## config.mk

```make
export PLATFORM = sky130hd
export DESIGN_NAME = br_resolve_unit_flat
export DESIGN_NICKNAME = d
export VERILOG_FILES = /design/src/rtl/br_resolve_unit_if.sv /design/src/rtl/br_resolve_unit.sv /design/src/flat_wrapper.sv
export SDC_FILE = /design/constraint.sdc
export NUM_CORES = 1
export LEC_CHECK = 0
export BUFFER_PORTS_ARGS = -buffer_cell sky130_fd_sc_hd__buf_2
export CELL_PAD_IN_SITES_DETAIL_PLACEMENT = 2
export CELL_PAD_IN_SITES_GLOBAL_PLACEMENT = 2
export CORE_ASPECT_RATIO = 1.2
export CORE_UTILIZATION = 27
export CTS_CLUSTER_DIAMETER = 100
export DETAILED_ROUTE_END_ITERATION = 8
export PLACE_DENSITY = 0.89
export SLEW_MARGIN = 0
export SYNTH_ARGS = -nofsm -noshare
export SYNTH_HDL_FRONTEND = slang
export SYNTH_SLANG_ARGS = --single-unit
```

## constraint.sdc

```tcl
create_clock -name cpu_clk -period 4.4 [get_ports cpu_clk]
set_input_delay 0.22 -clock cpu_clk [delete_from_list [all_inputs] [get_ports cpu_clk]]
set_output_delay 0.22 -clock cpu_clk [all_outputs]
set_load 0.005 [all_outputs]
```

## src/rtl/br_resolve_unit_if.sv

```systemverilog
// Branch-predictor update bundle plus the fetch-redirect handshake.
//  master: EX-stage resolver (drives update bundle and redirect request)
//  slave : predictor / fetch side (returns pred_error and redirect_ready)
//  upd_*          resolved EX instruction info sent to the predictor
//  pred_error     predictor mispredict flag, same cycle as upd_valid
//  redirect_valid fetch redirect request, held until redirect_ready
//  redirect_pc    redirect address, stable while redirect_valid
//  redirect_ready fetch accepts the redirect
interface br_resolve_unit_if;
    logic        upd_valid;
    logic        upd_jump;
    logic        upd_branch;
    logic [31:0] upd_pc;
    logic        upd_taken;
    logic [31:0] upd_target;
    logic        upd_is_call;
    logic        upd_is_ret;
    logic        pred_error;
    logic        redirect_valid;
    logic [31:0] redirect_pc;
    logic        redirect_ready;

    modport master (
        output upd_valid, upd_jump, upd_branch, upd_pc, upd_taken, upd_target,
               upd_is_call, upd_is_ret, redirect_valid, redirect_pc,
        input  pred_error, redirect_ready
    );

    modport slave (
        input  upd_valid, upd_jump, upd_branch, upd_pc, upd_taken, upd_target,
               upd_is_call, upd_is_ret, redirect_valid, redirect_pc,
        output pred_error, redirect_ready
    );
endinterface

```

## src/rtl/br_resolve_unit.sv

```systemverilog
// EX-stage branch resolver.
// Resolves the EX instruction combinationally, drives the predictor update bundle,
// converts a predictor mispredict into a held fetch redirect and counts branches and
// mispredicts with saturating counters.
//  cpu_clk, cpu_rst   clock, synchronous active-high reset
//  ex_*               EX instruction: valid, pc, opcode, register indices and operands
//  suspend            pipeline stall, EX instruction held
//  upd                update bundle / redirect handshake (master side)
//  link_val           pc+4 write-back value for BL/JIRL
//  flush              kill IF/ID this cycle
//  perf_br_cnt        resolved branch/jump count
//  perf_mis_cnt       mispredict count
module br_resolve_unit #(
    parameter int unsigned CNT_W    = 32,
    parameter int unsigned LINK_REG = 1
) (
    input  logic               cpu_clk,
    input  logic               cpu_rst,
    input  logic               ex_valid_in,
    input  logic [31:0]        ex_pc_in,
    input  logic [3:0]         ex_op,
    input  logic [4:0]         ex_rj,
    input  logic [4:0]         ex_rd,
    input  logic [31:0]        ex_rj_val,
    input  logic [31:0]        ex_rd_val,
    input  logic [31:0]        ex_offs,
    input  logic               suspend,
    br_resolve_unit_if.master  upd,
    output logic [31:0]        link_val,
    output logic               flush,
    output logic [CNT_W-1:0]   perf_br_cnt,
    output logic [CNT_W-1:0]   perf_mis_cnt
);

    localparam logic [4:0]       LinkIdx = 5'(LINK_REG);
    localparam logic [CNT_W-1:0] CntOne  = CNT_W'(1);
    localparam logic [CNT_W-1:0] CntMax  = '1;

    typedef enum logic [0:0] {StIdle, StRedir} state_e;

    state_e            state_q, state_d;
    logic [31:0]       redirect_pc_q, redirect_pc_d;
    logic [CNT_W-1:0]  br_cnt_q, br_cnt_d;
    logic [CNT_W-1:0]  mis_cnt_q, mis_cnt_d;

    logic        taken, is_jump, is_branch, is_jirl, is_call, is_ret;
    logic [31:0] pc_plus4, real_target;
    logic        fire;

    // Resolve the EX instruction.
    always_comb begin
        taken     = 1'b0;
        is_jump   = 1'b0;
        is_branch = 1'b0;
        is_jirl   = (ex_op == 4'd9);
        pc_plus4  = ex_pc_in + 32'd4;
        case (ex_op)
            4'd1: begin is_branch = 1'b1; taken = (ex_rj_val == ex_rd_val); end
            4'd2: begin is_branch = 1'b1; taken = (ex_rj_val != ex_rd_val); end
            4'd3: begin is_branch = 1'b1; taken = ($signed(ex_rj_val) <  $signed(ex_rd_val)); end
            4'd4: begin is_branch = 1'b1; taken = ($signed(ex_rj_val) >= $signed(ex_rd_val)); end
            4'd5: begin is_branch = 1'b1; taken = (ex_rj_val <  ex_rd_val); end
            4'd6: begin is_branch = 1'b1; taken = (ex_rj_val >= ex_rd_val); end
            4'd7, 4'd8, 4'd9: begin is_jump = 1'b1; taken = 1'b1; end
            default: ;
        endcase
        if (!taken) begin
            real_target = pc_plus4;
        end else if (is_jirl) begin
            real_target = ex_rj_val + ex_offs;
        end else begin
            real_target = ex_pc_in + ex_offs;
        end
        is_call = (ex_op == 4'd8) | (is_jirl & (ex_rd == LinkIdx));
        // Exclusive with is_call even if the link register were configured as r0.
        is_ret  = is_jirl & (ex_rd == 5'd0) & (ex_rj == LinkIdx) & (ex_offs == 32'd0) & ~is_call;
    end

    // Update bundle; wrong-path EX is squashed while a redirect is outstanding.
    always_comb begin
        upd.upd_valid   = ex_valid_in & (state_q == StIdle) & ~cpu_rst;
        upd.upd_jump    = is_jump   & ~cpu_rst;
        upd.upd_branch  = is_branch & ~cpu_rst;
        upd.upd_taken   = taken     & ~cpu_rst;
        upd.upd_is_call = is_call   & ~cpu_rst;
        upd.upd_is_ret  = is_ret    & ~cpu_rst;
        upd.upd_pc      = cpu_rst ? 32'd0 : ex_pc_in;
        upd.upd_target  = cpu_rst ? 32'd0 : real_target;
        link_val        = pc_plus4;
        fire            = upd.upd_valid & ~suspend;
    end

    // Redirect FSM and counters, next state.
    always_comb begin
        state_d       = state_q;
        redirect_pc_d = redirect_pc_q;
        br_cnt_d      = br_cnt_q;
        mis_cnt_d     = mis_cnt_q;
        flush         = 1'b0;
        case (state_q)
            StIdle: begin
                if (fire && upd.pred_error) begin
                    state_d       = StRedir;
                    redirect_pc_d = real_target;
                    flush         = 1'b1;
                end
            end
            StRedir: begin
                flush = 1'b1;
                if (upd.redirect_ready) begin
                    state_d = StIdle;
                end
            end
            default: state_d = StIdle;
        endcase
        if (cpu_rst) begin
            flush = 1'b0;
        end
        if (fire && (is_jump || is_branch) && (br_cnt_q != CntMax)) begin
            br_cnt_d = br_cnt_q + CntOne;
        end
        if (fire && upd.pred_error && (mis_cnt_q != CntMax)) begin
            mis_cnt_d = mis_cnt_q + CntOne;
        end
    end

    always_ff @(posedge cpu_clk) begin
        if (cpu_rst) begin
            state_q       <= StIdle;
            redirect_pc_q <= 32'd0;
            br_cnt_q      <= '0;
            mis_cnt_q     <= '0;
        end else begin
            state_q       <= state_d;
            redirect_pc_q <= redirect_pc_d;
            br_cnt_q      <= br_cnt_d;
            mis_cnt_q     <= mis_cnt_d;
        end
    end

    assign upd.redirect_valid = (state_q == StRedir);
    assign upd.redirect_pc    = redirect_pc_q;
    assign perf_br_cnt        = br_cnt_q;
    assign perf_mis_cnt       = mis_cnt_q;

endmodule
```

## src/flat_wrapper.sv

```systemverilog
// flat-port wrapper written by rule: the top's interface ports become plain ports
module br_resolve_unit_flat 
#(
    parameter int unsigned CNT_W    = 32,
    parameter int unsigned LINK_REG = 1
)
  (cpu_clk, cpu_rst, ex_valid_in, ex_pc_in, ex_op, ex_rj, ex_rd, ex_rj_val, ex_rd_val, ex_offs, suspend, link_val, flush, perf_br_cnt, perf_mis_cnt, upd_upd_valid, upd_upd_jump, upd_upd_branch, upd_upd_pc, upd_upd_taken, upd_upd_target, upd_upd_is_call, upd_upd_is_ret, upd_redirect_valid, upd_redirect_pc, upd_pred_error, upd_redirect_ready);
  br_resolve_unit_if upd_i ();
  input  logic cpu_clk;
  input  logic cpu_rst;
  input  logic ex_valid_in;
  input  logic [31:0] ex_pc_in;
  input  logic [3:0] ex_op;
  input  logic [4:0] ex_rj;
  input  logic [4:0] ex_rd;
  input  logic [31:0] ex_rj_val;
  input  logic [31:0] ex_rd_val;
  input  logic [31:0] ex_offs;
  input  logic suspend;
  output logic [31:0] link_val;
  output logic flush;
  output logic [CNT_W-1:0] perf_br_cnt;
  output logic [CNT_W-1:0] perf_mis_cnt;
  output wire logic [$bits(upd_i.upd_valid)-1:0] upd_upd_valid;
  output wire logic [$bits(upd_i.upd_jump)-1:0] upd_upd_jump;
  output wire logic [$bits(upd_i.upd_branch)-1:0] upd_upd_branch;
  output wire logic [$bits(upd_i.upd_pc)-1:0] upd_upd_pc;
  output wire logic [$bits(upd_i.upd_taken)-1:0] upd_upd_taken;
  output wire logic [$bits(upd_i.upd_target)-1:0] upd_upd_target;
  output wire logic [$bits(upd_i.upd_is_call)-1:0] upd_upd_is_call;
  output wire logic [$bits(upd_i.upd_is_ret)-1:0] upd_upd_is_ret;
  output wire logic [$bits(upd_i.redirect_valid)-1:0] upd_redirect_valid;
  output wire logic [$bits(upd_i.redirect_pc)-1:0] upd_redirect_pc;
  input wire logic [$bits(upd_i.pred_error)-1:0] upd_pred_error;
  input wire logic [$bits(upd_i.redirect_ready)-1:0] upd_redirect_ready;
  assign upd_upd_valid = upd_i.upd_valid;
  assign upd_upd_jump = upd_i.upd_jump;
  assign upd_upd_branch = upd_i.upd_branch;
  assign upd_upd_pc = upd_i.upd_pc;
  assign upd_upd_taken = upd_i.upd_taken;
  assign upd_upd_target = upd_i.upd_target;
  assign upd_upd_is_call = upd_i.upd_is_call;
  assign upd_upd_is_ret = upd_i.upd_is_ret;
  assign upd_redirect_valid = upd_i.redirect_valid;
  assign upd_redirect_pc = upd_i.redirect_pc;
  assign upd_i.pred_error = upd_pred_error;
  assign upd_i.redirect_ready = upd_redirect_ready;
  br_resolve_unit #(.CNT_W(CNT_W), .LINK_REG(LINK_REG)) u_core (.cpu_clk(cpu_clk), .cpu_rst(cpu_rst), .ex_valid_in(ex_valid_in), .ex_pc_in(ex_pc_in), .ex_op(ex_op), .ex_rj(ex_rj), .ex_rd(ex_rd), .ex_rj_val(ex_rj_val), .ex_rd_val(ex_rd_val), .ex_offs(ex_offs), .suspend(suspend), .upd(upd_i), .link_val(link_val), .flush(flush), .perf_br_cnt(perf_br_cnt), .perf_mis_cnt(perf_mis_cnt));
endmodule
```

; After elaboration in Yosys (flattened, before gate mapping)
; Cells that the tools add are included.
[word_totals]
wordCells = 68
regBits = 97
out_inout_bits = 200
[op_classes]
n_eq_ne = 15
n_bitwise = 18
magnitude_cmp = 4
reduce_logical = 10
mux = 12
n_addsub = 5
[ops]
columns = operator, n
row1 = 32-bit two-way mux, 4
row2 = 32-bit by 1-bit adder with 32-bit output (second input constant), 2
row3 = 32-bit adder, 2
row4 = 32-bit greater-or-equal comparator, 2
row5 = 32-bit < comparator, 2
row6 = 32-bit != test (second input constant), 2
row7 = 32-bit by 3-bit adder with 32-bit output (second input constant), 1
row8 = 32-bit equality test, 1
row9 = 32-bit zero test, 1
row10 = 32-bit != test, 1
row11 = 4-bit by 3-bit equality test with 1-bit output (second input constant), 4
row12 = 1-bit AND, 13
row13 = 5-bit by 1-bit equality test with 1-bit output (second input constant), 2
row14 = 4-bit by 2-bit equality test with 1-bit output (second input constant), 2
row15 = 4-bit equality test (second input constant), 2
row16 = 1-bit case mux with 7 select lines, 1
row17 = 6-bit OR reduction, 1
row18 = 5-bit zero test, 1
row19 = 1-bit two-way mux, 5
row20 = 4-bit by 1-bit equality test with 1-bit output (second input constant), 1
row21 = 1-bit logical AND, 4
row22 = 1-bit NOT, 4
row23 = 1-bit case mux with 2 select lines, 2
row24 = 3-bit OR reduction, 1
row25 = other kinds (3), 3

; Longest topological paths before layout
; Gate-level depths: netlist of run 1.
[depth]
depth_word = 8
ltp_mapped = 18
mapped_depth_nobuf = 15

; Least setup slack after synthesis of run 1
; OpenSTA, ideal clock, no wires.
[synth_path]
path_kind = input -> output
start = input ex_op[1]
end = output upd_upd_target[28]
required_ns = 4.180
n_path_buf = 4
setup_slack_ns = 0.404
arrival_time_ns = 3.776
cell_stages = 17
path_cell_list = buf_2 nor2_1 and3_1 clkbuf_1 clkbuf_1 mux2_2 ha_1 clkbuf_1 a21o_1 a21o_1 a21o_1 nor3_1 a21oi_1 o21a_1 o21ai_1 or3b_1 a21oi_1
[synth_between]
elab_chain_cells = 5
[synth_rtl]
columns = item, line_no
row1 = from (decl), flat_wrapper.sv:13  ; input logic [3:0] ex_op;
row2 = 4-bit by 3-bit equality test with 1-bit output (tied with other cells), br_resolve_unit.sv:57  ; case (ex_op)
row3 = 3-bit OR reduction, br_resolve_unit.sv:57
row4 = 1-bit case mux with 7 select lines, br_resolve_unit.sv:57
row5 = 32-bit two-way mux *, br_resolve_unit.sv:67  ; if (!taken) begin
row6 = 32-bit two-way mux *, br_resolve_unit.sv:88  ; upd.upd_target = cpu_rst ? 32'd0 : real_target;
row7 = to (decl), flat_wrapper.sv:29  ; output wire logic [$bits(upd_i.upd_target)-1:0] upd_upd_target;
; Mark *: on every way between the ends. The rest lies on a longest branch, timed or not.

; Final worst setup path of run 1
[layout_path]
start = input ex_op[1]
end = output upd_upd_target[25]
; The elaborated chain is that of the path after synthesis.

==> reports/qor.yml, run 1 <==
p_clk_frac: 0.336
numPlacedInstances: 1813
regArea_um2: 1940
portBuffers: 347
place_ws_ns: 0.0499
ys_top_cells_by_area: "dfxtp_1 23%, ha_1 9.6%, nor2_1 6.7%"
dp_hpwl_mm: 31.9
internal_power_mw: 1.80
power_frac_seq: 0.322
crit_path_top_delay_cell: "a211oi_2"
hold_viol: 0
fmaxAchievable_mhz: 239
post-synth-top-count-cell: "nor2_1"
worst_clock_skew_ns: 0.00925
grt_pass1_wl_mm: 58.7
cp_max_fo: 13
synth.largest_area_cell: "dfxtp_1"
synthCells: 1096
final.setup.worst_slack_ns: 0.220
layout-drive-gt1-share: 0.321
tightest_slew_ns: 1.13
ys_seq_area_frac: 0.226
status: "finished clean"
cts-root-buf: "clkbuf_16"
total_power_mw: 2.79
syn-cell-area_um2: 8580
die_h_um: 197
syn2layout_area_growth_pct: 29.7
gp_congestion: 0.889
synth_warnings: 0
antenna_left: 0
drcViolationCount: 0
crit_chain: "buf_2 > nor2_1 > and3_2 > buf_12 > mux2_2 > ha_1 > a211o_1 > a211o_1 > a211oi_2 > o211ai_1 > a21oi_1 > nor3_1 > xnor2_1 > nor2b_1 > a211oi_1 > buf_2"
cp-start-kind: "primary input"
power-per-cell-area_nw_per_um2: 251
clock_latency_ns: 0.37
max-cap-violations: 0
holdWs_ns: 0.0392
vias: 9694
start_util: 0.274
synth-async-reset-ratio: 0
finalSetupViolations: 0
path_clk_slew_ns: 0.07
syn_nets: 1311
drtIter0Drc: 397
power_switching_uw: 985
switching_share: 0.353
core_area_um2: 31300
clk_path_buf_depth: 2
tns_ns: 0
slowest_delay_ns: 0.39
die_w_um: 165
antenna_found_initial: 3
final_nets: 1638
synth_edf_count: 0
cts_tree: "done"
yosysTopAreaCellShare: 0.226
arrival_ns: 3.96
avgSynthCellArea_um2: 7.83
htreeDepth: 3
grt_use_total: 0.235
grt_max_degree: 74
hold_buffers: 0
die-area_um2: 32500
fillers: 3724
slew_headroom: 0.238
comb_power_share: 0.343
cts-buffers-inserted: 9
drt_wl_total_mm: 38.7
crit_path_end_kind: "primary output"
finalCritPeriodShare: 0.950
grt_setup_unrepaired: "no"
leakage_nw: 5.23
grt_pass1_vias: 10500
grt_overflow: 0
critical_path_required_ns: 4.18
min_period_ns: 4.18
multiInputGateArea_um2: 6220
routed_via_density: 5.29
synth_ff_type: "dfxtp_1"
wl_per_cell_um: 21.1
dr.pass1.iters: 4
stdcell_count: 1832
drv_slew: 0
critPathKind: "in -> out"
synth_commonest_cells: "154 x nor2_1, 97 x dfxtp_1, 77 x nand2_1, 66 x ha_1, 65 x a21oi_1"
rows: 71
ys_types: 69
ys_seq_elements: 97
clkSinkCount: 97
ios: 348
peakVddDrop_mv: 0.175
hp-class: "in -> reg"
[what timing repair did]
| item | 4_1_cts | 5_1_grt |
|---|---|---|
| endpoints found under the setup margin | 0 | 9 |
| gates resized for setup | 0 | 10 |
| buffers inserted | 0 | 0 |
[metrics by stage]
stage	utilization	cell area, um^2
2_1_floorplan	-	8580
3_3_place_gp	0.344	10800
3_5_place_dp	0.344	10800
4_1_cts	0.355	11100
5_1_grt	0.356	11100
6_report	0.356	11100
[layout by cell type (no fill, tap or decap), types with 4 or more instances in the layout]
cell / n
a211oi_1: 11
buf_4: 16
clkbuf_16: 9
o211ai_1: 5
nor2b_1: 37
nand4_1: 33
a21o_1: 18
mux2i_1: 29
xor2_1: 42
mux2_2: 29
dfxtp_1: 97
and4_1: 15
nor3_1: 18
o21ai_1: 10
o21a_1: 4
o21ai_0: 29
nand2b_1: 5
nor4_1: 17
nand3b_1: 8
xnor2_1: 63
nand2_1: 77
buf_2: 346
o21bai_1: 4
and3_1: 18
inv_1: 58
nand3_1: 40
a21oi_1: 64
a211o_1: 4
nor2_1: 154
a211oi_2: 22
or3_1: 15
ha_1: 66
[registers in the layout, summed over array words and instances, names as in the netlist]
| register | flops |
|---|---|
| u_core.perf_br_cnt | 32 |
| u_core.upd.redirect_valid | 1 |
| u_core.upd.redirect_pc | 32 |
| u_core.perf_mis_cnt | 32 |
[cell type report]
class / instances / share of cell area
Multi-Input combinational cell: 891 / 0.559
Inverter: 59 / 0.0199
Clock inverter: 6 / 0.00888
Tap cell: 401 / 0.0451
Clock buffer: 10 / 0.0215
Sequential cell: 97 / 0.174
Timing Repair Buffer: 365 / 0.171
Antenna cell: 3 / 0.000674
[kinds of logic (layout without fill, tap and decap cells)]
group	Yosys count	count (layout)	share of synthesized area
adder cells (fa/ha/maj)	67	67	0.0986
buffers and inverters	108	440	0.0528
multiplexers	60	60	0.0742
flip-flops	97	97	0.226
AO/OA/AOI/OAI	194	194	0.160
other	0	3	0
AND/OR/NAND/NOR	465	465	0.281
XOR/XNOR	105	105	0.107
[routing by layer]
layer  global-route usage  wire [um]  up-vias
met5                    0          9        -
met1                0.267      15600     4755
met4                0.107       1550        2
li1                     -          -     4548
met3               0.0378       1890       80
met2                0.424      19700      309
[critical path, delay by kind of cell]
| family | cells | cell delay [ns] |
|---|---|---|
| buf+inv | 3 | 0.44 |
| xor+xnor | 1 | 0.17 |
| mux | 1 | 0.34 |
| compound gates | 6 | 1.80 |
| fa+ha+maj | 1 | 0.22 |
| simple gates | 4 | 0.76 |
[power by group through the flow]
stage	clock network [mW]	logic, mW	registers [mW]
floorplan	0	0.555	0.918
global placement	0	0.906	0.917
detailed placement	0	0.946	0.918
CTS	0.963	0.953	0.897
global route	0.995	1.04	0.899
finish	0.937	0.956	0.897
[path summary, 6_finish.rpt]
check | cells past startpoint | startpoint | to | slack [ns]
max | 16 | ex_op[1] | upd_upd_target[25] | 0.22
min reg2reg | 2 | u_core.upd.redirect_pc[1] | u_core.upd.redirect_pc[1] | 0.51
max reg2reg | 10 | u_core.upd.redirect_valid | u_core.perf_mis_cnt[31] | 1.61
min | 2 | upd_redirect_ready | u_core.upd.redirect_valid | 0.04
Note: power is estimated with default switching activity, not from simulation.
==> inputs of run 2 (changes only) <==
--- a/config.mk
+++ b/config.mk
@@ -9,6 +9,7 @@
 export CELL_PAD_IN_SITES_DETAIL_PLACEMENT = 2
 export CELL_PAD_IN_SITES_GLOBAL_PLACEMENT = 2
 export CORE_ASPECT_RATIO = 1.2
+export CORE_MARGIN = 2
 export CORE_UTILIZATION = 27
 export CTS_CLUSTER_DIAMETER = 100
 export DETAILED_ROUTE_END_ITERATION = 8
==> reports/qor.yml, run 2 (synthesized netlist as in run 1, its figures left out) <==
status: "finished clean"
most-common-layout-cells: "346 x buf_2, 154 x nor2_1, 97 x dfxtp_1"
peakVddDrop_mv: 0.157  # -10%
crit_path_end_kind: "primary output"
antenna_found_initial: 2  # -1
hold_start: "upd_redirect_ready"
critical_path_required_ns: 4.18  # about the same
reg2reg_to: "u_core.perf_mis_cnt[31]"
max-cap-violations: 0  # unchanged
min_period_ns: 4.16  # -0.0202 ns
min_path_cells: 2  # unchanged
grt_pass1_wl_mm: 60.3  # +2.7%
portBuffers: 347  # unchanged
rrSetupSlack_ns: 1.32  # -0.29 ns
path_clk_slew_ns: 0.07  # about the same
final_nets: 1635  # -0.18%
cp-start-kind: "primary input"
cts-buffers-inserted: 9  # unchanged
start_util: 0.274  # -0.000777
grt_overflow: 0  # unchanged
grt_max_degree: 76  # +2.7%
rows: 71  # unchanged
die-area_um2: 33200  # +2.2%
drcViolationCount: 0  # unchanged
arrival_ns: 3.94  # -0.02 ns
gp_congestion: 0.854  # -3.9%
finalCritPeriodShare: 0.946  # -0.00459
final_util: 0.353  # -0.00296
fmaxAchievable_mhz: 240  # +0.49%
drtIter0Drc: 371  # -6.5%
tns_ns: 0  # unchanged
ios: 348  # unchanged
drv_slew: 0  # unchanged
power_frac_seq: 0.333  # +0.011
hp-class: "in -> reg"
htreeDepth: 3  # unchanged
cp_max_fo: 33  # +20
drt_wl_total_mm: 39.1  # +1.0%
cts_tree: "done"
power_switching_uw: 960  # -2.5%
die_w_um: 167  # +1.2%
comb_power_share: 0.352  # +0.009
clk_path_buf_depth: 2  # unchanged
tightest_slew_ns: 0.919  # -0.215 ns
finalSetupViolations: 0  # unchanged
die_h_um: 199  # +1.0%
internal_power_mw: 1.74  # -3.7%
slew_headroom: 0.387  # +0.149
layout-drive-gt1-share: 0.317  # -0.00354
setup.worst_path.start: "ex_op[1]"
wl_per_cell_um: 21.4  # +1.3%
worst_clock_skew_ns: 0.0141  # +0.00488 ns
clkSinkCount: 97  # unchanged
switching_share: 0.356  # +0.00277
holdPathEnd: "u_core.upd.redirect_valid"
syn2layout_area_growth_pct: 29.0
routed_via_density: 5.27  # -0.37%
grt_use_total: 0.229  # -0.00553
dp_hpwl_mm: 32.4  # +1.3%
grt_pass1_vias: 10700  # +2.6%
cts-root-buf: "clkbuf_16"
antenna_left: 0  # unchanged
rr_worst_depth: 9  # -1
power-per-cell-area_nw_per_um2: 244  # -2.8%
final_common_cell: "buf_2"
reg2reg_from: "u_core.upd.redirect_valid"
hold_viol: 0  # unchanged
vias: 9637  # -0.59%
grt_setup_unrepaired: "yes"
critPathKind: "in -> out"
leakage_nw: 5.20  # -0.42%
dr.pass1.iters: 4  # unchanged
p_clk_frac: 0.315  # -0.021
core_area_um2: 31400  # +0.28%
clock_latency_ns: 0.36  # about the same
## run 2: cell types whose count changed in the layout (fill, tap and decap cells not counted), moves of 2 or more
cell and delta:
buf_4 -3, o21ai_1 -2, inv_6 +2, mux2i_2 -2, mux2i_1 +2, inv_8 -2, o21ai_0 +2
## run 2: how the worst max path moves through the flow
| stage | to | slack [ns] |
|---|---|---|
| after detailed placement | upd_upd_target[27] | 0.09 |
| final | upd_upd_target[28] | 0.24 |
| after global placement | upd_upd_target[19] | 0.19 |
| after global routing | upd_upd_target[19] | -0.01 |
| after CTS | upd_upd_target[27] | 0.07 |
| after floorplan | upd_upd_target[28] | 0.40 |
## run 2: metrics by stage
stage | worst slack, ns | area (um^2) | hold slack [ns] | cells | total power [mW]
after floorplan | 0.404 | 8580 | 0.324 | 1096 | 1.47
after global placement | 0.186 | 10700 | 0.415 | 1809 | 1.81
after detailed placement | 0.0875 | 10700 | 0.417 | 1809 | 1.86
after CTS | 0.0685 | 11000 | 0.0422 | 1825 | 2.73
after global routing | -0.00960 | 11100 | 0.0612 | 1828 | 2.85
final | 0.240 | 11100 | 0.0525 | 1828 | 2.70
## run 2: metal layers
layer / vias to the layer above / routed length [um] / global-route usage
met5: - / 0 / 0
met4: 0 / 1470 / 0.0948
met3: 74 / 1770 / 0.0408
met2: 289 / 20200 / 0.430
met1: 4741 / 15700 / 0.256
li1: 4533 / - / -
## run 2: worst max-delay path, cell delays in order
cell	delay (ns)
buf_2	0.11
nor2_1	0.16
and3_2	0.29
buf_12	0.22
mux2_2	0.36
ha_1	0.33
a21o_1	0.21
or3_1	0.32
o211ai_1	0.21
a21o_1	0.26
a21oi_2	0.12
o21a_1	0.22
o21ai_1	0.14
or3b_1	0.44
a21oi_1	0.17
buf_2	0.14
## run 2: power by group through the flow
stage / registers, mW / logic [mW] / clock network (mW)
2_1_floorplan: 0.918 / 0.555 / 0
3_3_place_gp: 0.917 / 0.896 / 0
3_5_place_dp: 0.918 / 0.941 / 0
4_1_cts: 0.897 / 0.948 / 0.886
5_1_grt: 0.899 / 1.04 / 0.914
6_report: 0.897 / 0.949 / 0.851
## run 2: repair_timing
item                                    in CTS  in global routing
endpoints found under the setup margin       0                  4
hold buffers                                 0                  0
setup buffers                                0                  1
gates resized for setup                      0                  5
## run 2: final cells by class
class	count	area, um^2
tap	401	502
inverter	59	221
fill	3729	20300
clock inverter	5	60.1
clock buffer	11	243
sequential	97	1940
antenna	2	5.00
multi-input combinational	891	6220
timing repair buffer	362	1880
